--- src/rtl/dct_row_feeder_pkg.sv ---
// Shared widths and operand-bank type for the DCTQ row feeder.
package dct_row_feeder_pkg;
    localparam int unsigned DW      = 12;
    localparam int unsigned SW      = 15;
    localparam int unsigned LATENCY = 5;
    localparam int unsigned ROW_W   = 3;
    localparam int unsigned ROW_LEN = 8;

    typedef logic [ROW_LEN-1:0][DW-1:0] bank_t;
endpackage

--- src/rtl/dct_result_fifo.sv ---
// Synchronous FIFO holding tagged row sums until the consumer takes them.
module dct_result_fifo #(
    parameter int unsigned WIDTH = 18,
    parameter int unsigned DEPTH = 8
) (
    input  logic             clk,
    input  logic             rst,
    input  logic             wr_en,
    input  logic [WIDTH-1:0] wr_data,
    input  logic             rd_en,
    output logic [WIDTH-1:0] rd_data,
    output logic             empty
);
    localparam int unsigned AW = (DEPTH > 1) ? $clog2(DEPTH) : 1;
    localparam int unsigned CW = $clog2(DEPTH + 1);

    logic [WIDTH-1:0] mem [DEPTH];
    logic [AW-1:0]    wr_ptr;
    logic [AW-1:0]    rd_ptr;
    logic [CW-1:0]    count;
    logic             do_rd;

    assign empty   = (count == '0);
    assign do_rd   = rd_en && !empty;
    assign rd_data = mem[rd_ptr];

    always_ff @(posedge clk) begin
        if (wr_en) mem[wr_ptr] <= wr_data;
    end

    always_ff @(posedge clk or posedge rst) begin
        if (rst) begin
            wr_ptr <= '0;
            rd_ptr <= '0;
            count  <= '0;
        end else begin
            if (wr_en) wr_ptr <= (wr_ptr == AW'(DEPTH - 1)) ? '0 : wr_ptr + 1'b1;
            if (do_rd) rd_ptr <= (rd_ptr == AW'(DEPTH - 1)) ? '0 : rd_ptr + 1'b1;
            if (wr_en && !do_rd)      count <= count + 1'b1;
            else if (!wr_en && do_rd) count <= count - 1'b1;
        end
    end
endmodule

--- src/rtl/dct_row_feeder.sv ---
// Assembles serial samples into rows for the adder12s pipeline and returns tagged row sums.
module dct_row_feeder
    import dct_row_feeder_pkg::*;
#(
    parameter int unsigned RES_DEPTH = 8
) (
    input  logic             clk,
    input  logic             rst,
    input  logic [DW-1:0]    in_data,
    input  logic             in_valid,
    output logic             in_ready,
    output logic [DW-1:0]    n0,
    output logic [DW-1:0]    n1,
    output logic [DW-1:0]    n2,
    output logic [DW-1:0]    n3,
    output logic [DW-1:0]    n4,
    output logic [DW-1:0]    n5,
    output logic [DW-1:0]    n6,
    output logic [DW-1:0]    n7,
    input  logic [SW-1:0]    sum,
    output logic [SW-1:0]    out_sum,
    output logic [ROW_W-1:0] out_row,
    output logic             out_last,
    output logic             out_valid,
    input  logic             out_ready
);
    localparam int unsigned PW = $clog2(RES_DEPTH + 1);

    bank_t              bank [2];
    bank_t              n_q;
    logic [1:0]         full;
    logic               wr_sel;
    logic               rd_sel;
    logic [ROW_W-1:0]   wr_ptr;
    logic               issue_q;
    logic [LATENCY-1:0] vld_sr;
    logic [PW-1:0]      pend;
    logic [ROW_W-1:0]   row_cnt;
    logic               accept;
    logic               fill_done;
    logic               issue;
    logic               pop;
    logic               fifo_empty;
    logic [ROW_W+SW-1:0] fifo_rd;

    assign in_ready  = !full[wr_sel];
    assign accept    = in_valid && in_ready;
    assign fill_done = accept && (wr_ptr == ROW_W'(ROW_LEN - 1));
    // pend covers in-flight rows plus FIFO entries, so capture can never overflow
    assign issue     = full[rd_sel] && (pend < PW'(RES_DEPTH));
    assign pop       = out_valid && out_ready;

    always_ff @(posedge clk) begin
        if (accept) bank[wr_sel][wr_ptr] <= in_data;
    end

    always_ff @(posedge clk or posedge rst) begin
        if (rst) begin
            full    <= '0;
            wr_sel  <= 1'b0;
            rd_sel  <= 1'b0;
            wr_ptr  <= '0;
            issue_q <= 1'b0;
            vld_sr  <= '0;
            pend    <= '0;
            row_cnt <= '0;
            n_q     <= '0;
        end else begin
            issue_q <= issue;
            vld_sr  <= {vld_sr[LATENCY-2:0], issue_q};
            if (accept) wr_ptr <= wr_ptr + 1'b1;
            if (fill_done) begin
                full[wr_sel] <= 1'b1;
                wr_sel       <= !wr_sel;
            end
            if (issue) begin
                n_q          <= bank[rd_sel];
                full[rd_sel] <= 1'b0;
                rd_sel       <= !rd_sel;
            end
            if (issue && !pop)      pend <= pend + 1'b1;
            else if (!issue && pop) pend <= pend - 1'b1;
            if (vld_sr[LATENCY-1]) row_cnt <= row_cnt + 1'b1;
        end
    end

    dct_result_fifo #(
        .WIDTH (ROW_W + SW),
        .DEPTH (RES_DEPTH)
    ) u_fifo (
        .clk     (clk),
        .rst     (rst),
        .wr_en   (vld_sr[LATENCY-1]),
        .wr_data ({row_cnt, sum}),
        .rd_en   (pop),
        .rd_data (fifo_rd),
        .empty   (fifo_empty)
    );

    assign out_valid = !fifo_empty;
    assign out_sum   = fifo_rd[SW-1:0];
    assign out_row   = fifo_rd[SW +: ROW_W];
    assign out_last  = (out_row == ROW_W'(ROW_LEN - 1));

    assign n0 = n_q[0];
    assign n1 = n_q[1];
    assign n2 = n_q[2];
    assign n3 = n_q[3];
    assign n4 = n_q[4];
    assign n5 = n_q[5];
    assign n6 = n_q[6];
    assign n7 = n_q[7];
endmodule

--- config.mk ---
export PLATFORM = sky130hd
export DESIGN_NAME = dct_row_feeder
export DESIGN_NICKNAME = d
export VERILOG_FILES = /design/src/rtl/dct_row_feeder_pkg.sv /design/src/rtl/dct_result_fifo.sv /design/src/rtl/dct_row_feeder.sv
export SDC_FILE = /design/constraint.sdc
export NUM_CORES = 1
export LEC_CHECK = 0
export CORE_MARGIN = 4
export CORE_UTILIZATION = 29
export CTS_CLUSTER_SIZE = 10
export DETAILED_ROUTE_END_ITERATION = 8
export SLEW_MARGIN = 10
export SYNTH_ARGS = -nofsm -noshare
export SYNTH_HDL_FRONTEND = slang
export SYNTH_SLANG_ARGS = --single-unit
export TNS_END_PERCENT = 5
--- constraint.sdc ---
create_clock -name clk -period 7.75 [get_ports clk]
set_input_delay 1.9375 -clock clk [delete_from_list [all_inputs] [get_ports clk]]
set_output_delay 1.9375 -clock clk [all_outputs]
set_load 0.01 [all_outputs]
==> flow_summary.yaml <==
global_route:
  grt_pass1_vias: 9223
  gr-usage-all-layers_pct: 12.41
  overflow: 0
  grt_pass1_wl_um: 59840
  antenna_found_initial: 0
  grt_max_degree: 99
status:
  status: "finished, final reports clean"
routing:
  drt_iter0_drc: 531
  drcViolationCount: 0
  dr.pass1.iters: 5
  wirelength_um: 39690
  vias_per_cell: 4.806
  vias: 8939
  ant_nets: 0
  post_drt_wl_per_cell_um: 21.34
yosys:
  synth-seq-cells: 462
  synth_nets: 933
  synth.avg_cell_area_um2: 19.24
  synthFlopType: "edfxtp_1"
  yosysSeqAreaShare_pct: 77.58
  synth_warnings: 0
  netlist_instances: 887
  async_flop_share_pct: 27.27
  synth_common_cells: "edfxtp_1 (336), dfrtp_1 (126), a221o_1 (96), nor3b_1 (96), mux4_2 (35)"
  synth_top_area_share_pct: 59.11
  synth_area_leaders: "edfxtp_1 (59%), dfrtp_1 (18%), a221o_1 (5.6%), mux4_2 (4.6%), nor3b_1 (4.2%)"
  synth_cell_types: 36
  syn-cell-area_um2: 17070
  synth_top_area_cell: "edfxtp_1"
  synth_most_common_cell: "edfxtp_1"
  synth-edff-count: 336
worst_setup_path:
  reg2reg_from: "rd_sel$_DFFE_PP0P_"
  cp_data_arrival_time_ps: 3030
  critPathMaxFanout: 34
  reg2reg_to: "pend[3]$_DFFE_PP0P_"
  worstPathRequired_ps: 5810
  setup.worst_path.class: "reg -> out"
  rrSetupSlack_ps: 4170
  startpoint_type: "flip-flop"
  reg2reg_depth: 9
  endpoint_kind: "primary output"
die:
  rows: 88
  core_um2: 58030
  die_x_um: 250.6
  die_h_um: 250.6
  die-area_um2: 62810
  initial_core_util_pct: 29.42
  pin_count: 148
timing:
  finalHoldViolCount: 0
  tightest_slew_ps: 1155
  rsz0062_at_grt: "false"
  setup-tns-final_ps: 0
  finalCritPeriodShare_pct: 64.13
  fmax_mhz: 201.2
  setup_violations: 0
  finalWorstSetupSlack_ps: 2780
  skew_ps: 40.24
  final_max_slew_viol_count: 0
  relSlewSlack_pct: 22.70
  fin_crit_ps: 4970
place:
  gp_congestion: 0.7378
  post-place-ws_ps: 3321
  hpwl_um: 22890
  port-buffer-count: 147
layout:
  drive_above_1_share_pct: 14.25
  fill_cells: 5360
  synthToLayoutAreaGrowth_pct: 23.24
  num_antenna_cells: 0
  final_nets: 1100
min_path:
  min_to: "vld_sr[1]$_DFF_PP0_"
  whs_path_depth: 0
  worst_hold_path_type: "reg -> reg"
  worst_hold_startpoint: "vld_sr[0]$_DFF_PP0_"
power_and_ir_drop:
  power.leakage_nw: 7.067
  vdd_drop_max_mv: 0.2130
  power_density_nw_per_um2: 376.6
clock_network:
  cts-root-buf: "clkbuf_16"
  clock_path_buffers: 3
  cts_setup_buffers: 0
  path_clk_slew_ps: 50
  cts_buffers: 52
  htreeDepth: 2
  hold_buffers: 0
  cts.sinks: 462
  cts_tree: "done"
  insertion_delay_ps: 610
  cts_resized: 0
run:
  maxCapViolCount: 0
==> registers in the layout, summed over array words and instances, names as in the netlist, 4 cells and up <==
| signal | count |
|---|---|
| n1 | 12 |
| n6 | 12 |
| n0 | 12 |
| u_fifo.count | 4 |
| pend | 4 |
| vld_sr | 5 |
| n5 | 12 |
| bank | 192 |
| u_fifo.mem | 144 |
| n3 | 12 |
| n4 | 12 |
| n2 | 12 |
| n7 | 12 |
==> cell usage in the layout, fill, tap and decap left out, types with 3 or more instances in the layout <==
| master | count |
|---|---|
| nor3b_1 | 96 |
| mux2i_1 | 3 |
| nor3_1 | 7 |
| nand2b_1 | 6 |
| mux2_2 | 28 |
| ha_1 | 13 |
| buf_4 | 24 |
| clkbuf_16 | 53 |
| a221o_1 | 96 |
| clkbuf_1 | 38 |
| nand2_1 | 14 |
| mux4_2 | 35 |
| o21ai_0 | 7 |
| a21oi_1 | 3 |
| xnor2_1 | 6 |
| inv_1 | 4 |
| o31ai_1 | 3 |
| dfrtp_1 | 124 |
| clkdlybuf4s50_1 | 147 |
| nor2_1 | 19 |
| edfxtp_1 | 336 |
| a21o_1 | 3 |
==> worst max-delay path, stage by stage (launching register included) <==
cell	delay, ps
dfrtp_2	380
buf_4	540
mux4_2	580
mux2_2	300
and3_1	170
clkdlybuf4s50_1	470
==> kinds of logic after synthesis <==
group / share of synthesized area [%]
muxes: 6.795
AOI/OAI and AO/OA: 6.384
DFF: 77.58
adders and majority gates: 1.187
buffers and inverters: 1.737
and+or+nand+nor: 5.959
xor gates and xnor gates: 0.3592
==> final cells by class <==
cell class              instances  area (um^2)  area share (%)
clock buffers                  92         1483           7.048
clock inverters                 3        63.81          0.3033
inverters                       5        23.77          0.1130
multi-input cells             362         3612           17.17
flip-flops and latches        462        13250           62.96
well taps                     765        957.2           4.550
repair buffers                171         1652           7.851
==> stage by stage <==
stage	utilization [%]	area [um^2]	hold slack [ps]	cells	total power [W]
3_3_place_gp	33.58	19490	331.6	1765	0.005729
3_5_place_dp	33.58	19490	336.5	1765	0.005779
5_1_grt	36.25	21040	362.5	1860	0.008348
6_report	36.25	21040	345.9	1860	0.007922
2_1_floorplan	-	17070	331.2	887	0.004621
4_1_cts	36.25	21030	349.6	1860	0.008069
==> per-layer routing <==
| metal | vias to the layer above | share of wire (%) | wire, um | global-route usage, % |
|---|---|---|---|---|
| met5 | - | 0 | 0 | 0 |
| met4 | 0 | 1.6 | 630 | 2.790 |
| met3 | 52 | 8.2 | 3271 | 4.008 |
| met2 | 269 | 48 | 19050 | 19.94 |
| met1 | 4675 | 42 | 16730 | 16.52 |
| li1 | 3943 | - | - | - |
==> worst max-delay path by stage <==
stage / end / cells after the start / from / slack, ps
global route: out_last / 5 / u_fifo.rd_ptr[0]$_DFFE_PP0P_ / 2600
finish: out_last / 5 / u_fifo.rd_ptr[0]$_DFFE_PP0P_ / 2780
global placement: out_last / 5 / u_fifo.rd_ptr[0]$_DFFE_PP0P_ / 3340
CTS: out_last / 5 / u_fifo.rd_ptr[0]$_DFFE_PP0P_ / 2690
floorplan: full[0]$_DFF_PP0_ / 1 / rst / 2460
detailed placement: out_last / 5 / u_fifo.rd_ptr[0]$_DFFE_PP0P_ / 3320
==> report_power, final <==
| part | internal (W) | total [W] | switching (W) |
|---|---|---|---|
| clock | 0.00129 | 0.00223 | 0.000942 |
| combinational | 0.00124 | 0.00225 | 0.00101 |
| sequential | 0.00312 | 0.00344 | 0.000322 |
| total | 0.00564 | 0.00792 | 0.00228 |
Power figures use the tool's default switching activity.
